`config.mk`:
```
export PLATFORM = sky130hd
export DESIGN_NAME = io_input_sampler
export DESIGN_NICKNAME = d
export VERILOG_FILES = /design/src/rtl/io_input_sampler.sv
export SDC_FILE = /design/constraint.sdc
export NUM_CORES = 1
export LEC_CHECK = 0
export BUFFER_PORTS_ARGS = -buffer_cell sky130_fd_sc_hd__buf_2
export CAP_MARGIN = 40
export CORE_AREA = 2 2 147 149
export DETAILED_ROUTE_END_ITERATION = 16
export DIE_AREA = 0 0 149 151
export PLACE_DENSITY = 0.81
export SLEW_MARGIN = 20
export SYNTH_ARGS = -nofsm -noshare
export SYNTH_HDL_FRONTEND = slang
export SYNTH_SLANG_ARGS = --single-unit
```
`constraint.sdc`:
```
create_clock -name clk_in -period 1.5 [get_ports clk_in]
set_input_delay 0.3 -clock clk_in [delete_from_list [all_inputs] [get_ports clk_in]]
set_output_delay 0.3 -clock clk_in [all_outputs]
set_load 0.005 [all_outputs]
```
`src/rtl/io_input_sampler.sv`:
```
`default_nettype none
// ============================================================================
// Module      : io_input_sampler
// Description : Bus-readable front end for board inputs (DIP-switch groups and
//               user keys). Each GROUP_W-bit group is synchronised through two
//               flops, debounced by a per-group counter and polarity-normalised.
//               Optional per-group change-pending flags with a masked interrupt
//               are included when IO_SAMPLER_IRQ_EN is defined.
// Ports       : clk_in    - system clock
//               sys_rstn  - asynchronous active-low reset
//               raw_in    - raw pins, group g = raw_in[g*GROUP_W +: GROUP_W]
//               addr      - word address (byte address bits [5:2])
//               we        - write strobe, sampled on rising clk_in
//               wdata     - write data
//               rdata     - combinational read data for addr
//               data_out  - debounced, polarity-normalised inputs
//               irq       - |(pending & mask); constant 0 without the macro
// Config      : IO_SAMPLER_IRQ_EN - implements PENDING (addr 8, W1C),
//               MASK (addr 9, R/W) and irq.
// Revision    : 1.0 - initial release
// ============================================================================
module io_input_sampler #(
    parameter int CHANNELS   = 9,
    parameter int GROUP_W    = 8,
    parameter int DEBOUNCE   = 16,
    parameter int ACTIVE_LOW = 1
) (
    input  logic                        clk_in,
    input  logic                        sys_rstn,
    input  logic [CHANNELS*GROUP_W-1:0] raw_in,
    input  logic [3:0]                  addr,
    input  logic                        we,
    input  logic [31:0]                 wdata,
    output logic [31:0]                 rdata,
    output logic [CHANNELS*GROUP_W-1:0] data_out,
    output logic                        irq
);

    localparam int c_total_w = CHANNELS * GROUP_W;
    localparam int c_cnt_w   = $clog2(DEBOUNCE + 1);
    localparam logic [c_cnt_w-1:0] c_cnt_max = c_cnt_w'(DEBOUNCE - 1);
    // Level a released (inactive) pin sits at; used as the reset value so that
    // data_out reads 0 out of reset regardless of polarity.
    localparam logic [GROUP_W-1:0] c_idle_grp =
        (ACTIVE_LOW != 0) ? {GROUP_W{1'b1}} : {GROUP_W{1'b0}};

    logic [c_total_w-1:0] r_s1;
    logic [c_total_w-1:0] r_s2;
    logic [c_total_w-1:0] w_stable;
    logic [CHANNELS-1:0]  w_accept;
    logic [255:0]         w_data_pad;
    logic [31:0]          w_pending_word;
    logic [31:0]          w_mask_word;
    logic                 w_unused;

    // Two-flop synchroniser; raw_in reaches nothing else.
    always_ff @(posedge clk_in or negedge sys_rstn) begin
        if (!sys_rstn) begin
            r_s1 <= {CHANNELS{c_idle_grp}};
            r_s2 <= {CHANNELS{c_idle_grp}};
        end else begin
            r_s1 <= raw_in;
            r_s2 <= r_s1;
        end
    end

    // Per-group debounce: the synchronised value must differ from the stable
    // value for DEBOUNCE consecutive edges. It may keep changing meanwhile;
    // only a return to the stable value restarts the count.
    for (genvar g = 0; g < CHANNELS; g++) begin : g_grp
        logic [GROUP_W-1:0] r_stable;
        logic [c_cnt_w-1:0] r_cnt;
        logic [GROUP_W-1:0] w_s2_grp;
        logic               w_diff;

        assign w_s2_grp    = r_s2[g*GROUP_W +: GROUP_W];
        assign w_diff      = (w_s2_grp != r_stable);
        assign w_accept[g] = w_diff && (r_cnt == c_cnt_max);

        always_ff @(posedge clk_in or negedge sys_rstn) begin
            if (!sys_rstn) begin
                r_stable <= c_idle_grp;
                r_cnt    <= '0;
            end else if (!w_diff) begin
                r_cnt    <= '0;
            end else if (w_accept[g]) begin
                r_stable <= w_s2_grp;
                r_cnt    <= '0;
            end else begin
                r_cnt    <= r_cnt + 1'b1;
            end
        end

        assign w_stable[g*GROUP_W +: GROUP_W] = r_stable;
    end

    if (ACTIVE_LOW != 0) begin : g_pol_low
        assign data_out = ~w_stable;
    end else begin : g_pol_high
        assign data_out = w_stable;
    end

    // Zero-extend to the full 8-word window so addresses past the last group
    // read 0.
    if (c_total_w < 256) begin : g_pad
        assign w_data_pad = {{(256 - c_total_w){1'b0}}, data_out};
    end else begin : g_nopad
        assign w_data_pad = data_out;
    end

`ifdef IO_SAMPLER_IRQ_EN
    logic [CHANNELS-1:0] r_pending;
    logic [CHANNELS-1:0] r_mask;
    logic                w_wr_pend;
    logic                w_wr_mask;
    logic [CHANNELS-1:0] w_clr;

    assign w_wr_pend = we && (addr == 4'd8);
    assign w_wr_mask = we && (addr == 4'd9);
    assign w_clr     = w_wr_pend ? wdata[CHANNELS-1:0] : '0;

    always_ff @(posedge clk_in or negedge sys_rstn) begin
        if (!sys_rstn) begin
            r_pending <= '0;
            r_mask    <= '0;
        end else begin
            // A new accept on the same edge as its W1C keeps the flag set.
            r_pending <= w_accept | (r_pending & ~w_clr);
            if (w_wr_mask) begin
                r_mask <= wdata[CHANNELS-1:0];
            end
        end
    end

    assign irq = |(r_pending & r_mask);

    always_comb begin
        w_pending_word                 = '0;
        w_pending_word[CHANNELS-1:0]   = r_pending;
        w_mask_word                    = '0;
        w_mask_word[CHANNELS-1:0]      = r_mask;
    end

    assign w_unused = &{1'b0, wdata};
`else
    assign irq            = 1'b0;
    assign w_pending_word = '0;
    assign w_mask_word    = '0;
    assign w_unused       = &{1'b0, w_accept, we, wdata};
`endif

    // Side-effect-free combinational read mux.
    always_comb begin
        rdata = '0;
        if (!addr[3]) begin
            rdata = w_data_pad[{addr[2:0], 5'b00000} +: 32];
        end else begin
            case (addr)
                4'd8:    rdata = w_pending_word;
                4'd9:    rdata = w_mask_word;
                default: rdata = '0;
            endcase
        end
    end

endmodule
`default_nettype wire
```
## After elaboration in Yosys (flattened, before gate mapping)

Index checks and enable logic that the tools add are counted.
Widths: inputs -> output; s select.

- Muxes and demuxes: 19
- Add/subtract/negate cells: 9
- Reduce and logical (&&, ||, !) cells: 18
- Bitwise operators: 1
- Equal/unequal tests: 18
- Shift-type cells: 1

Operators by type and width:

| cell | count |
|---|---|
| $shiftx 256x9->32 | 1 |
| $mux 5 | 18 |
| $ne 8x8->1 | 9 |
| $not 72->72 | 1 |
| $add 5x1->5 const B | 9 |
| $eq 5x4->1 const B | 9 |
| $mux 32 | 1 |
| $reduce_and 2->1 | 9 |
| $logic_and 1x1->1 | 9 |

- Output and inout bits: 105
- Input bits: 111
- Register bits: 261

## Longest topological paths before layout

Gate-level depths: netlist (run 1).

- Word-level depth: 4
- Mapped depth: 6

## Worst setup path after synthesis (run 1)

OpenSTA, ideal clock, no wires.

- Kind: input to output
- Start: input port addr[1]
- End: output port rdata[11]
- Slack: -0.133 ns
- Stages: 5
- Path buffers: 3
- Data arrival time: 1.333 ns
- Cells stage by stage: buf_2 or3_1 clkbuf_1 buf_2 a211oi_1

- Word-level cells in the longest chain between the ends: 2

RTL lines:

| what | RTL line | RTL |
|---|---|---|
| start, declared | 31 | `input logic [3:0] addr,` |
| $shiftx 256x9->32 | 156 | `rdata = w_data_pad[{addr[2:0], 5'b00000} +: 32];` |
| $mux 32 | 155 | `if (!addr[3]) begin` |
| end, declared | 34 | `output logic [31:0] rdata,` |

Every way passes these cells.

## Final worst setup path (run 1)

- Start: register g_grp[0].r_stable[7]
- End: output port rdata[7]

- Word-level cells in the longest chain between the ends: 3

RTL lines:

| what | RTL line | RTL |
|---|---|---|
| start, declared | 71 | `logic [GROUP_W-1:0] r_stable;` |
| start signal, assigned | 82 | `r_stable <= c_idle_grp;` |
| start signal, assigned | 87 | `r_stable <= w_s2_grp;` |
| $not 72->72 | 98 | `assign data_out = ~w_stable;` |
| $shiftx 256x9->32 | 156 |  |
| $mux 32 | 155 |  |

Every way passes these cells.

==> results of run 1 <==
-- report_power, final --
part           leakage, nW  switching (mW)  internal (mW)
logic                 3.54            4.68           6.57
clock network        0.393            2.64           3.55
registers             2.84            1.33           9.56
-- metrics by stage --
stage	power (mW)	std cells	hold slack, ns	util [%]	area [um^2]
6_report	28.3	1446	0.207	73.6	15300
4_1_cts	26.9	1434	0.190	71.1	14800
3_5_place_dp	18.4	1277	0.149	59.5	12400
5_1_grt	29.8	1445	0.196	73.6	15300
2_1_floorplan	14.4	720	0.00441	-	10300
3_3_place_gp	18.0	1277	0.150	59.5	12400
-- sequential cells by signal, summed over array words and instances (netlist names) --
| register | flops |
|---|---|
| g_grp.r_cnt | 45 |
| g_grp.r_stable | 72 |
| r_s1 | 72 |
| r_s2 | 72 |
-- cells in the final DEF, fill, tap and decap left out, types with 2 or more instances in the layout --
cell type      count
a211oi_1           3
a211oi_2          21
a21boi_4           7
a21oi_1            2
a21oi_2            6
and2_1            12
and2_4             2
buf_12            11
buf_2            143
buf_4             73
buf_6            115
clkbuf_1           9
clkbuf_16         27
clkinv_2           6
clkinvlp_4         4
dfrtp_1           45
dfstp_2          216
dlygate4sd3_1     73
ha_1               9
inv_1             14
inv_2             37
inv_4             21
mux2_2            59
mux2_4            13
nand2_1            9
nand3_1           18
nand4_1            4
nor2_1            44
nor2_2            13
nor2_4             5
nor3_1            18
nor3b_1            8
nor4_2             8
nor4_4             6
o21a_4             2
o22ai_1            8
xnor2_1           25
xor2_1            36
xor2_2            28
-- synth_stat cells (all sizes together) --
cell | count | area [um^2]
and2 | 15 | 95.1
a211oi | 24 | 180
xnor2 | 25 | 219
nand3 | 18 | 90.1
mux2 | 72 | 841
ha | 9 | 113
conb | 1 | 3.75
a21oi | 8 | 40.0
dfstp | 216 | 5680
xor2 | 65 | 569
buf | 6 | 32.5
o22ai | 8 | 50.1
nand2 | 9 | 33.8
nor4 | 14 | 138
inv | 72 | 270
a21boi | 7 | 86.3
nor2 | 62 | 233
nor3b | 9 | 67.6
dfrtp | 45 | 1130
o21a | 2 | 15.0
clkbuf | 9 | 33.8
or3 | 1 | 6.26
nand2b | 1 | 6.26
nor3 | 18 | 90.1
nand4 | 4 | 25.0
-- worst paths after layout --
path / from / endpoint / slack [ns] / depth (start not counted)
setup / recovery: g_grp[0].r_stable[7] / rdata[7] / -0.57 / 6
hold reg to reg: r_s1[3] / r_s2[3] / 0.35 / 0
max in group asynchronous: sys_rstn / r_s2[20] / 0.69 / 3
min in group clk_in: r_s1[3] / r_s2[3] / 0.35 / 0
hold / removal: sys_rstn / g_grp[8].r_cnt[1] / 0.21 / 2
setup reg to reg: g_grp[0].r_stable[1] / g_grp[0].r_stable[3] / -0.33 / 7
-- final cells by class --
cell class | instances | area, um^2 | share of cell area (%)
clock buffer | 37 | 723 | 4.72
clock inverter | 12 | 98.8 | 0.645
antenna | 1 | 2.50 | 0.0163
tap | 275 | 344 | 2.25
sequential | 261 | 6800 | 44.4
multi-input combinational | 372 | 3510 | 22.9
timing repair buffer | 416 | 3520 | 23.0
inverter | 72 | 323 | 2.11
-- cell families (layout without fill, tap and decap cells) --
family | after synthesis | after routing | synth area share, %
compound gates | 49 | 49 | 3.70
fa+ha+maj | 9 | 9 | 1.12
simple gates | 151 | 151 | 7.81
mux | 72 | 72 | 8.37
flops | 261 | 261 | 67.7
buf+inv | 87 | 537 | 3.35
other cells | 1 | 2 | 0.0374
xor+xnor | 90 | 90 | 7.85
-- timing repair --
action,4_1_cts,5_1_grt
hold endpoints to repair,128,0
hold buffers,73,0
pin swaps,54,14
gates resized for setup,163,104
setup buffers,44,19
endpoints found under the setup margin,197,212
-- layer usage --
layer | share of wire, % | up-vias | routed length, um | track usage (%)
met2 | 55 | 169 | 13000 | 37.4
met4 | 2.0 | 0 | 482 | 5.86
li1 | - | 3210 | - | -
met5 | 0 | - | 0 | 0
met1 | 40 | 3482 | 9440 | 25.4
met3 | 3.8 | 37 | 895 | 2.71
-- worst max-delay path: cells and delay by family (launching register included) --
family / cells / cell delay [ns]
AOI/OAI and AO/OA: 2 / 0.26
buffers and inverters: 2 / 0.23
and+or+nand+nor: 2 / 0.22
DFF: 1 / 0.54
==> impl_results.md, run 1 <==
- Run status: complete, but fails checks
- Failing checks: negative setup slack
- F_max: approximately 480 MHz
- Die Wd: 149 um
- Post-synth cell types: 30
- Die area: ~0.022 mm^2
- CTS clk-pin slew, worst paths: roughly 0.06 ns
- Share of cells above drive strength 1: 70.9%
- Pleak: between 6 and 7 nW
- Critical path required time: 1.20 ns
- YS warnings: 0
- H-Tree Depth: 1
- RePlAce Congestion: around 0.83
- Tot GR Track Use: around a fifth
- Wire length per cell: approximately 16 um
- Routed Antenna Nets: 0
- Routed WL: ~24000 um
- # clock sinks: 261
- Tmin final: 2.07 ns
- Top Ports: 216
- Post-Syn Area: 0.0100 mm^2
- Total CTS buffers: 27
- Initial drt markers: 266
- Root buffer cell: clkbuf_16
- Setup TNS: -32.23 ns
- Largest net degree at the start of global routing: between 50 and 60
- Number of global-route vias before repair: between 7000 and 8000
- Fin crit share: 138%
- Clock latency on the worst-skew pair: 0.52 ns
- TritonRoute pass-1 iters: 4
- Die height: approximately 150 um
- Via count: 6898
- Max clock buf depth: 3
- Filler Cell Count: about 1200
- Clock skew: between 0.008 and 0.009 ns
- Critical Path Start Type: flop
- Register area share after synthesis: ~68%
- First-pass GRT wire length: between 30000 and 40000 um
- Final Worst Setup Slack: -0.570 ns
- Overflow left after global routing: 0
- HP Class: in -> async
- Rows: 53
- Power Dens Cells: roughly 1800 mW/mm^2
- Initial Utilization: 48.2%
- Number of port buffers: approximately 180
- Setup WS pre-CTS: -0.276 ns
- Worst EP arrival: ~1.8 ns
- Max stage delay on crit path: 0.54 ns
- Crit. End Element: output port
- Crit-path slowest cell: dfstp_2
- Final setup viols: 190
- Critical Path Fanout Max: 2
- Initial antenna violation count: 0
- Register bit total from synthesis: between 200 and 300
- Worst VDD drop: between 0.001 and 0.0015 V
- Layout overhead on the synthesized area: 52.6%
- Worst Setup Path Type: reg -> out
- Post-Syn Nets: 840
- CP Cell Sequence: buf_6, nor2_4, a21oi_2, o22ai_1, and2_1, buf_2
- Post-DP HPWL: between 10000 and 15000 um
- CTS tree: built
- Fin. Hold Viols: 0
- NumNets Final: approximately 1300
- Post-Syn Instances: 720
- Maxcap violations: 0
- Unrepaired setup endpoints after global routing: yes
- Residual DRC count: 0
- Max-slew violations: 0
- Via/cell ratio: 4.77
- Core ar.: around 0.021 mm^2
- Synth Area per Inst: between 10 and 15 um^2
(Power assumes the default switching activity.)
==> run 2, diff against run 1 <==
BUFFER_PORTS_ARGS = -buffer_cell sky130_fd_sc_hd__clkbuf_2   (was -buffer_cell sky130_fd_sc_hd__buf_2)
CORE_AREA = 2 2 144 146   (was 2 2 147 149)
CTS_BUF_LIST = sky130_fd_sc_hd__clkbuf_8   (was unset)
DIE_AREA = 0 0 146 148   (was 0 0 149 151)
PLACE_DENSITY = 0.83   (was 0.81)
==> impl_results.md, run 2 (synthesis gave the netlist of run 1 again) <==
- Via count: 7661 (was 6898)
- Dpl cells: 1275 (was 1277)
- Final Worst Setup Slack: -0.636 ns (was -0.570 ns)
- CTS tree: built (unchanged)
- CTS clk-pin slew, worst paths: 0.07 ns (was 0.06 ns)
- Number of port buffers: 181 (unchanged)
- Max stage delay on crit path: 0.56 ns (was 0.54 ns)
- Hold_ws: 0.280 ns (was 0.207 ns)
- Share of cells above drive strength 1: 79.3% (was 70.9%)
- Final setup viols: 216 (was 190)
- Worst R2R Path Depth: 8 (was 7)
- Wire length per cell: 20.0 um (was 16.5 um)
- Layout Cells excl Fill: 1543 (was 1446)
- Die area: 0.0216 mm^2 (was 0.0225 mm^2)
- Clock skew: 0.0285 ns (was 0.00880 ns)
- Tot GR Track Use: 26.9% (was 20.4%)
- Worst Setup Path Type: reg -> out (unchanged)
- First-pass GRT wire length: 45200 um (was 36500 um)
- Maxcap violations: 0 (unchanged)
- Die height: 148 um (was 151 um)
- Area of the multi-input gates: 0.00402 mm^2 (was 0.00351 mm^2)
- Fin crit share: 142% (was 138%)
- CP Cell Sequence: buf_6, nor2_4, a21oi_2, o22ai_2, and2_1, clkbuf_2 (was buf_6, nor2_4, a21oi_2, o22ai_1, and2_1, buf_2)
- Via/cell ratio: 4.97 (was 4.77)
- H-Tree Depth: 2 (was 1)
- Worst R2R End: g_grp[4].r_stable[7] (was g_grp[0].r_stable[3])
- Post-DP HPWL: 14800 um (was 14400 um)
- NumNets Final: 1361 (was 1270)
- Routed WL: 30900 um (was 23800 um)
- F_max: 468 MHz (was 483 MHz)
- Total CTS buffers: 42 (was 27)
- Worst r2r src: g_grp[4].r_stable[4] (was g_grp[0].r_stable[1])
- Setup TNS: -41.60 ns (was -32.23 ns)
- Residual DRC count: 0 (unchanged)
- TritonRoute pass-1 iters: 4 (unchanged)
- Placement Cell Area: 0.0124 mm^2 (about the same)
- Antenna diode count: 0 (was 1)
- HP Class: in -> async (unchanged)
- Reg2reg setup slack: -0.32 ns (was -0.33 ns)
- Core ar.: 0.0200 mm^2 (was 0.0208 mm^2)
- Largest net degree at the start of global routing: 43 (was 59)
- Crit. End Element: output port (unchanged)
- Clock latency on the worst-skew pair: 0.54 ns (was 0.52 ns)
- Final instance area: 0.0165 mm^2 (was 0.0153 mm^2)
- Max clock buf depth: 3 (unchanged)
- Crit path buffers/inverters: 2 (unchanged)
- RePlAce Congestion: 0.847 (was 0.831)
- Most common cell after layout, fill and taps aside: dfstp_2 (unchanged)
- Number of global-route vias before repair: 8683 (was 7331)
- Commonest cells after routing, fill and taps aside: 216 x dfstp_2, 156 x clkbuf_2, 126 x buf_6, 112 x buf_4, 73 x dlygate4sd3_1 (was 216 x dfstp_2, 143 x buf_2, 115 x buf_6, 73 x dlygate4sd3_1, 73 x buf_4)
- Top Registers: g_grp.r_stable: 72 flops, r_s1: 72 flops, r_s2: 72 flops (unchanged)
- Critical Path Fanout Max: 2 (unchanged)
- Sequential cell area: 0.00680 mm^2 (unchanged)
- Initial Utilization: 50.1% (was 48.2%)
- Critical path required time: 1.20 ns (about the same)
- Root buffer cell: clkbuf_8 (was clkbuf_16)
- Initial antenna violation count: 0 (unchanged)
- CP Depth: 6 (unchanged)
- Top delay family on crit path: flip-flops (unchanged)
- Unrepaired setup endpoints after global routing: yes (unchanged)
- Tmin final: 2.14 ns (was 2.07 ns)
- Crit-path slowest cell: dfstp_2 (unchanged)
- # clock sinks: 261 (unchanged)
- Worst VDD drop: 0.00108 V (was 0.00112 V)
- Power Dens Cells: 1900 mW/mm^2 (was 1850 mW/mm^2)
- Rows: 52 (was 53)
- Fin. Hold Viols: 0 (unchanged)
- Max-slew violations: 0 (unchanged)
- Filler Cell Count: 934 (was 1240)
- Top Ports: 216 (unchanged)
- Initial drt markers: 301 (was 266)
- Die Wd: 146 um (was 149 um)
- Critical Path Start Type: flop (unchanged)
- Worst EP arrival: 1.84 ns (was 1.77 ns)
- Run status: complete, but fails checks (unchanged)
- Setup WS pre-CTS: -0.254 ns (was -0.276 ns)
- Overflow left after global routing: 0 (unchanged)
- Layout overhead on the synthesized area: 64.5% (was 52.6%)
- Routed Antenna Nets: 0 (unchanged)
- Pleak: 7.43 nW (was 6.77 nW)
- Failing checks: negative setup slack (unchanged)
==> run 2: changes by cell type in the layout (fill, tap and decap cells not counted), moves of 10 or more <==
cell	delta
mux2_4	+16
clkbuf_16	-27
buf_4	+39
clkbuf_8	+50
nor2_2	+10
mux2_2	-16
buf_2	-131
nor2_4	+19
nor2_1	-29
clkbuf_2	+156
buf_6	+11
==> run 2: area by class of cell <==
type / instances / area share, %
Clock buffer: 51 / 4.25
Clock inverter: 25 / 1.32
Inverter: 72 / 2.06
Multi-Input combinational cell: 372 / 24.4
Sequential cell: 261 / 41.2
Tap cell: 270 / 2.05
Timing Repair Buffer: 492 / 24.8
==> run 2: how the worst max path moves through the flow <==
stage                               startpoint              endpoint  slack [ns]
after floorplan           g_grp[7].r_stable[7]  g_grp[7].r_stable[0]       -0.06
after global routing      g_grp[0].r_stable[6]              rdata[6]       -0.68
final                     g_grp[0].r_stable[6]              rdata[6]       -0.64
after detailed placement               addr[3]             rdata[31]       -0.25
after CTS                 g_grp[8].r_stable[3]              rdata[3]       -0.52
after global placement                 addr[3]             rdata[31]       -0.22
==> run 2: per-layer routing <==
layer / vias to the layer above / wire length [um] / global-route usage, %
met5: - / 0 / 0
met4: 0 / 1290 / 13.2
met3: 98 / 1330 / 5.15
met2: 241 / 17000 / 50.0
met1: 3938 / 11200 / 29.5
li1: 3384 / - / -
==> run 2: repair_timing <==
action,4_1_cts,5_1_grt
buffers inserted,97,38
setup endpoints to repair,192,221
gates cloned,3,0
endpoints found under the hold margin,111,0
hold buffers,73,0
pin swaps,95,47
resized for setup,311,124
==> run 2: stage by stage <==
| step | total power, mW | utilization [%] |
|---|---|---|
| floorplan | 14.4 | - |
| global placement | 18.0 | 62.0 |
| detailed placement | 18.4 | 62.0 |
| CTS | 29.0 | 79.1 |
| global route | 32.8 | 82.4 |
| finish | 31.4 | 82.4 |
==> run 2: report_power, final <==
part           total (mW)  leakage [nW]  internal, mW  switching (mW)
clock                6.63         0.517          3.79            2.84
combinational        13.8          4.07          7.87            5.92
sequential           11.0          2.84          9.57            1.45
